`src/rtl/inst_queue.sv`:
```
// Instruction queue between fetch and decode: circular FIFO of {pc, inst} pairs
// with first-word-fall-through head, single-cycle flush and NOP output when empty.
module inst_queue #(
    parameter int          DEPTH    = 8,
    parameter int          PTR_W    = $clog2(DEPTH),
    parameter logic [31:0] NOP_INST = 32'h0000_0013
) (
    input  logic             clk,
    input  logic             reset,
    input  logic             flush,
    input  logic             enq_valid,
    output logic             enq_ready,
    input  logic [31:0]      enq_inst,
    input  logic [31:0]      enq_pc,
    output logic             deq_valid,
    input  logic             deq_ready,
    output logic [31:0]      deq_inst,
    output logic [31:0]      deq_pc,
    output logic [PTR_W:0]   count
);

    localparam logic [PTR_W:0]   FULL_CNT = (PTR_W+1)'(DEPTH);
    localparam logic [PTR_W:0]   CNT_ONE  = (PTR_W+1)'(1);
    localparam logic [PTR_W-1:0] PTR_ONE  = PTR_W'(1);

    logic [63:0]      mem [DEPTH];
    logic [PTR_W-1:0] rd_ptr;
    logic [PTR_W-1:0] wr_ptr;
    logic             empty;
    logic             full;
    logic             enq_fire;
    logic             deq_fire;

    assign empty     = (count == '0);
    assign full      = (count == FULL_CNT);
    // Ready/valid depend only on registered state and flush, so a full queue
    // never accepts even when the head is consumed in the same cycle.
    assign enq_ready = ~full & ~flush;
    assign deq_valid = ~empty & ~flush;
    assign enq_fire  = enq_valid & enq_ready;
    assign deq_fire  = deq_valid & deq_ready;

    always_comb begin
        deq_inst = NOP_INST;
        deq_pc   = '0;
        if (!empty) begin
            {deq_pc, deq_inst} = mem[rd_ptr];
        end
    end

    // Storage is data only and carries no reset.
    always_ff @(posedge clk) begin
        if (enq_fire && !reset) begin
            mem[wr_ptr] <= {enq_pc, enq_inst};
        end
    end

    always_ff @(posedge clk or posedge reset) begin
        if (reset) begin
            rd_ptr <= '0;
            wr_ptr <= '0;
            count  <= '0;
        end else if (flush) begin
            rd_ptr <= '0;
            wr_ptr <= '0;
            count  <= '0;
        end else begin
            if (enq_fire) begin
                wr_ptr <= wr_ptr + PTR_ONE;
            end
            if (deq_fire) begin
                rd_ptr <= rd_ptr + PTR_ONE;
            end
            case ({enq_fire, deq_fire})
                2'b10:   count <= count + CNT_ONE;
                2'b01:   count <= count - CNT_ONE;
                default: count <= count;
            endcase
        end
    end

    // Occupancy must agree with the pointer distance; a full queue has equal pointers.
    a_count_max: assert property (@(posedge clk) disable iff (reset) count <= FULL_CNT);
    a_ptr_dist:  assert property (@(posedge clk) disable iff (reset)
                                  count[PTR_W-1:0] == PTR_W'(wr_ptr - rd_ptr));
    a_no_ovf:    assert property (@(posedge clk) disable iff (reset) !(enq_fire && full));
    a_no_udf:    assert property (@(posedge clk) disable iff (reset) !(deq_fire && empty));

endmodule

```
`config.mk`:
```
export PLATFORM = sky130hd
export DESIGN_NAME = inst_queue
export DESIGN_NICKNAME = d
export VERILOG_FILES = /design/src/rtl/inst_queue.sv
export SDC_FILE = /design/constraint.sdc
export NUM_CORES = 1
export LEC_CHECK = 0
export CORE_MARGIN = 2
export CORE_UTILIZATION = 53
export CTS_BUF_LIST = sky130_fd_sc_hd__clkbuf_16
export DETAILED_ROUTE_END_ITERATION = 16
export PLACE_DENSITY = 0.82
export SYNTH_ARGS = -nofsm -noshare
export SYNTH_HDL_FRONTEND = slang
export SYNTH_SLANG_ARGS = --single-unit
```
`constraint.sdc`:
```
create_clock -name clk -period 8.2 [get_ports clk]
set_input_delay 1.23 -clock clk [delete_from_list [all_inputs] [get_ports clk]]
set_output_delay 1.23 -clock clk [all_outputs]
set_load 0.05 [all_outputs]
```
==> results of run 1 <==
logic make-up after synthesis:
kind of cell,synth area share
mux,0.174
compound gates,0.00792
simple gates,0.0240
flops,0.778
buf+inv,0.0107
xor+xnor,0.00262
fa+ha+maj,0.00249
flip-flops by register name, summed over array words and instances, names as in the netlist:
| signal | count |
|---|---|
| mem | 512 |
| rd_ptr | 3 |
| count | 4 |
| wr_ptr | 3 |
final cells by class:
cell class	instances	area, sq um
flip-flops and latches	522	15600
fillers	2535	13800
multi-input cells	323	4330
repair buffers	157	1540
clock buffers	53	1330
well taps	511	639
clock inverters	35	254
inverters	3	11.3
diodes	2	5.00
power breakdown:
group / internal, mW / switching [mW]
combinational: 0.868 / 1.29
clock: 1.28 / 0.903
sequential: 2.97 / 0.118
total: 5.12 / 2.31
per-layer routing:
layer,share of wire,up-vias
met4,0.018,0
met1,0.41,4872
met2,0.52,288
met5,0,-
li1,-,4066
met3,0.056,55
path summary, 6_finish.rpt:
check | slack [ps] | endpoint | startpoint | cells past startpoint
worst max register to register | 4910 | mem[4][30] | count[0] | 4
worst max-delay path | 2950 | deq_pc[1] | rd_ptr[1] | 5
min in group asynchronous | 1340 | rd_ptr[2] | reset | 2
max in group asynchronous | 6500 | rd_ptr[0] | reset | 2
worst min-delay path | 610 | wr_ptr[0] | wr_ptr[0] | 2
worst min register to register | 610 | wr_ptr[0] | wr_ptr[0] | 2
cells in the final DEF (no fill, tap or decap), drive strengths merged, types with 2 or more instances in the layout:
cell and count:
a211o 3, a32oi 2, buf 19, bufinv 4, clkbuf 53, clkdlybuf4s50 138
clkinv 11, dfrtp 10, diode 2, edfxtp 512, ha 4, inv 22
mux2i 61, mux4 128, nand2 6, nand2b 2, nand3 7, nand4 2
nor2 69, nor2b 5, nor3 3, nor4 4, nor4b 3, o21ai 4
or3 2, xnor2 3, xor2 3
critical path: stages, from the launching register on:
cell	delay [ps]
dfrtp_4	1110
buf_4	820
mux4_2	350
mux2i_1	70
nor2_1	200
clkdlybuf4s50_1	840
metrics by stage:
step                      cell area (sq um)  std cells  hold WS (ps)  setup WS, ps  power, mW
final                                 23700       1606           607          2950       7.43
after global routing                  23700       1606           624          2700       7.73
after global placement                22200       1516           559          3460       5.32
after floorplan                       20100        895           536          1440       4.67
after detailed placement              22200       1516           597          3470       5.33
after CTS                             23700       1604           600          2820       7.52
==> summary.md, run 1 <==
| Metric | Value |
|---|---|
| Number of port buffers | 138 |
| Routed WL per cell | 24.5 um |
| Period minus WS final | 5250 ps |
| CTS tree | done |
| Worst Hold Class | flop to flop |
| Most instantiated library cell after synthesis | edfxtp_1 |
| Max IR drop VDD | 0.000182 V |
| Status | finished, final reports clean |
| Post CTS Setup Buffer Count | 0 |
| First-pass GRT wire length | 59.2 mm |
| Fin. Hold Viols | 0 |
| Io pins | 139 |
| Critical path launch point type | flop |
| Synth area leaders | edfxtp_1, mux4_2, mux2i_1 |
| Number of clock sinks | 522 |
| Die ar. | 39500 sq um |
| Post-synth top cells | edfxtp_1, mux4_2, nor2_1, mux2i_1, clkbuf_1 |
| Crit path DAT | 4020 ps |
| Share of cells above drive strength 1 | 0.206 |
| Final Wtd Congestion | 0.745 |
| Slew Limit Fails | 0 |
| Syn avg cell area | 22.4 sq um |
| Post-Synthesis Cells | 895 |
| Rel. slew slack | 0.196 |
| Longest Clk Path Bufs | 3 |
| Vias/cell | 5.78 |
| Setup violators final | 0 |
| Rows | 71 |
| WS Path Type | flop to primary output |
| Drt drc | 0 |
| Pleak | 7.29 nW |
| Async set-or-reset flop fraction in the synthesized netlist | 0.0192 |
| Post-route setup TNS | 0 ps |
| Post-synth top flop | edfxtp_1 |
| Top cell type's share of synthesized area | 0.766 |
| H-tree levels | 2 |
| Fmax | 191 MHz |
| Post_cts resized | 0 |
| GRT Util Overall | 0.205 |
| CTS Buf Count | 50 |
| Max-Cap Viols | 0 |
| Synthesis-stage register bit count | 522 |
| Slew @ Worst Pin | 1200 ps |
| Core area | 37500 sq um |
| Die width | 199 um |
| Ys Warns | 0 |
| Initial antenna violation count | 2 |
| Total wire length | 39.3 mm |
| Hold_buf cts | 0 |
| Synthesized Nets | 968 |
| Met3 usage | 0.0324 |
| Layout Nets | 1130 |
| Post-synth EDFFs | 512 |
| Post-synthesis sequential area ratio | 0.778 |
| Vias | 9281 |
| Mapped cell area | 20100 sq um |
| Met2 GRT Util | 0.348 |
| Die H | 199 um |
| Area leader, netlist | edfxtp_1 |
| Tcrit/Tclk final | 0.640 |
| Reg clk slew, reported paths | 60 ps |
| Clock insertion delay at the later pin of the skew report | 560 ps |
| Final HPWL DP | 20.9 mm |
| Number of distinct standard cells referenced by the synthesized netlist | 39 |
| Starting Density | 0.536 |
| Global route hottest layer | met2 |
| GR Overflow Total | 0 |
| Vias in the first global route | 9644 |
| CTS root buf | clkbuf_16 |
| Power Density | 313 nW/um^2 |
| Largest net degree at the start of global routing | 79 |
| Global routing met1 resource utilization | 0.279 |
| Initial drt markers | 781 |
| Pre-Repair DR Iteration Count | 5 |
| Critical path peak fanout | 71 |
| Routed Antenna Nets | 0 |
| P&R area growth vs syn | 18.2% |
| Unrepaired setup endpoints after global routing | no |
| Final Util | 0.633 |
| Worst EP required | 6970 ps |
| Max Clock Skew | 16.9 ps |
| CP endpoint kind | primary output |
No activity file was read; power rests on OpenSTA's default activity.
==> inputs of run 2 (changes only) <==
==> constraint.sdc (replaced) <==
create_clock -name clk -period 4.2 [get_ports clk]
set_input_delay 0.63 -clock clk [delete_from_list [all_inputs] [get_ports clk]]
set_output_delay 0.63 -clock clk [all_outputs]
set_load 0.05 [all_outputs]
==> run 2 against run 1 <==
Against the previous run:
- utilization increased by 0.79 points
- sequential share of layout area decreased by 0.81 points
- via count increased by 1.3%
- worst hold slack got worse by 24 ps
- clock-buffer cell count unchanged
- flip-flop and latch count unchanged
- critical path depth unchanged
- final area increased by 1.2%
- sequential power increased by 94%
- global-route usage increased by 0.36 points
- die area unchanged
- largest cell class unchanged
- highest routed layer unchanged
==> summary.md, run 2 (same netlist as run 1, synthesis figures left out) <==
| Metric | Value |
|---|---|
| Critical path launch point type | flop |
| Share of cells above drive strength 1 | 0.220 |
| Vias/cell | 5.79 |
| H-tree levels | 2 |
| Routed WL per cell | 24.4 um |
| Initial drt markers | 775 |
| Max Clock Skew | 8.47 ps |
| Final HPWL DP | 21.6 mm |
| Max IR drop VDD | 0.000461 V |
| Metal3 WL | 2.00 mm |
| GR Overflow Total | 0 |
| WS Path Type | flop to primary output |
| CTS root buf | clkbuf_16 |
| GRT Util Overall | 0.208 |
| Clock share of power | 0.288 |
| Rows | 71 |
| Non-filler cells, final | 1625 |
| Number of port buffers | 138 |
| Largest registers | mem x512, count x4 |
| P&R area growth vs syn | 19.7% |
| Fin Hold WS | 583 ps |
| CTS Buf Count | 51 |
| Worst EP required | 3570 ps |
| Max-Cap Viols | 0 |
| Clock insertion delay at the later pin of the skew report | 550 ps |
| Slew Limit Fails | 0 |
| Hold_buf cts | 0 |
| Unrepaired setup endpoints after global routing | no |
| Initial antenna violation count | 3 |
| Die H | 199 um |
| Final Wtd Congestion | 0.798 |
| Psw | 4.58 mW |
| Largest net degree at the start of global routing | 66 |
| Pleak | 7.39 nW |
| Rel. slew slack | 0.463 |
| Starting Density | 0.536 |
| Fmax | 255 MHz |
| Vias | 9406 |
| Longest Clk Path Bufs | 3 |
| Io pins | 139 |
| CP endpoint kind | primary output |
| Vias in the first global route | 10000 |
| Most frequent cells in the layout | edfxtp_1, clkdlybuf4s50_1, mux4_2 |
| Crit path DAT | 3280 ps |
| Routed Antenna Nets | 0 |
| Switching portion of total power | 0.315 |
| Post_cts resized | 0 |
| DR top layer | met4 |
| Die width | 199 um |
| Commonest non-fill, non-tap cell in the layout | edfxtp_1 |
| Number of clock sinks | 522 |
| Detailed route wirelength on metal2 | 20.9 mm |
| First-pass GRT wire length | 60.4 mm |
| Pre-CTS setup slack | 829 ps |
| Logic gate share of total power | 0.302 |
| Placed insts | 1532 |
| Reg clk slew, reported paths | 60 ps |
| Met1 wire length | 15.9 mm |
| Critical path peak fanout | 39 |
| Flop pwr share | 0.410 |
| Die ar. | 39500 sq um |
| Post CTS Setup Buffer Count | 0 |
| CTS tree | done |
| Worst Setup Slack, final | 285 ps |
| Setup violators final | 0 |
| Fin. Hold Viols | 0 |
| Tcrit/Tclk final | 0.932 |
| Period minus WS final | 3910 ps |
| Largest Register | mem |
| Layout Nets | 1147 |
| Pre-Repair DR Iteration Count | 5 |
| Total wire length | 39.6 mm |
| Slew @ Worst Pin | 806 ps |
| Status | finished, final reports clean |
| Flip-flop count of the largest register after layout | 512 |
| Filler cells | 2525 |
| Internal power | 9.98 mW |
| Core area | 37500 sq um |
| Power Density | 606 nW/um^2 |
| Worst Hold Class | flop to flop |
| Drt drc | 0 |
run 2: path summary, 6_finish.rpt:
check,startpoint,to,slack (ps),depth (start not counted)
max in group asynchronous,reset,rd_ptr[1],3060,2
setup reg to reg,count[1],mem[3][9],1510,5
hold reg to reg,wr_ptr[0],wr_ptr[0],580,2
setup / recovery,rd_ptr[0],deq_pc[23],290,5
min in group asynchronous,reset,count[3],770,2
hold / removal,wr_ptr[0],wr_ptr[0],580,2
run 2: final cells by class:
type	instances	area, sq um	share of cell area
Tap cell	511	639	0.0266
Inverter	3	11.3	0.000469
Sequential cell	522	15600	0.651
Multi-Input combinational cell	323	4340	0.181
Timing Repair Buffer	173	1860	0.0773
Antenna cell	2	5.00	0.000208
Clock buffer	53	1330	0.0552
Clock inverter	38	218	0.00906
run 2: through the flow:
| step | cell area (sq um) | power (mW) | setup TNS, ps | util |
|---|---|---|---|---|
| floorplan | 20200 | 9.11 | -38690 | - |
| global placement | 22500 | 10.5 | 0 | 0.600 |
| detailed placement | 22500 | 10.5 | 0 | 0.600 |
| CTS | 24000 | 14.7 | 0 | 0.641 |
| global route | 24000 | 15.1 | 0 | 0.641 |
| finish | 24000 | 14.6 | 0 | 0.641 |
run 2: worst max-delay path: stages, from the launching register on:
cell,delay [ps]
dfrtp_4,750
buf_12,340
mux4_2,570
mux2i_1,190
nor2_1,90
clkdlybuf4s50_1,730
run 2: metal layers:
metal | vias to the layer above | GRT usage
met2 | 237 | 0.363
met5 | - | 0
li1 | 4109 | -
met4 | 0 | 0.0511
met1 | 5003 | 0.276
met3 | 57 | 0.0371
run 2: power groups by stage:
stage / Clock [mW] / Sequential [mW] / Combinational [mW]
after floorplan: 0 / 5.99 / 3.12
after global placement: 0 / 6.08 / 4.41
after detailed placement: 0 / 6.09 / 4.46
after CTS: 4.27 / 5.98 / 4.47
after global routing: 4.48 / 5.99 / 4.65
final: 4.19 / 5.98 / 4.40
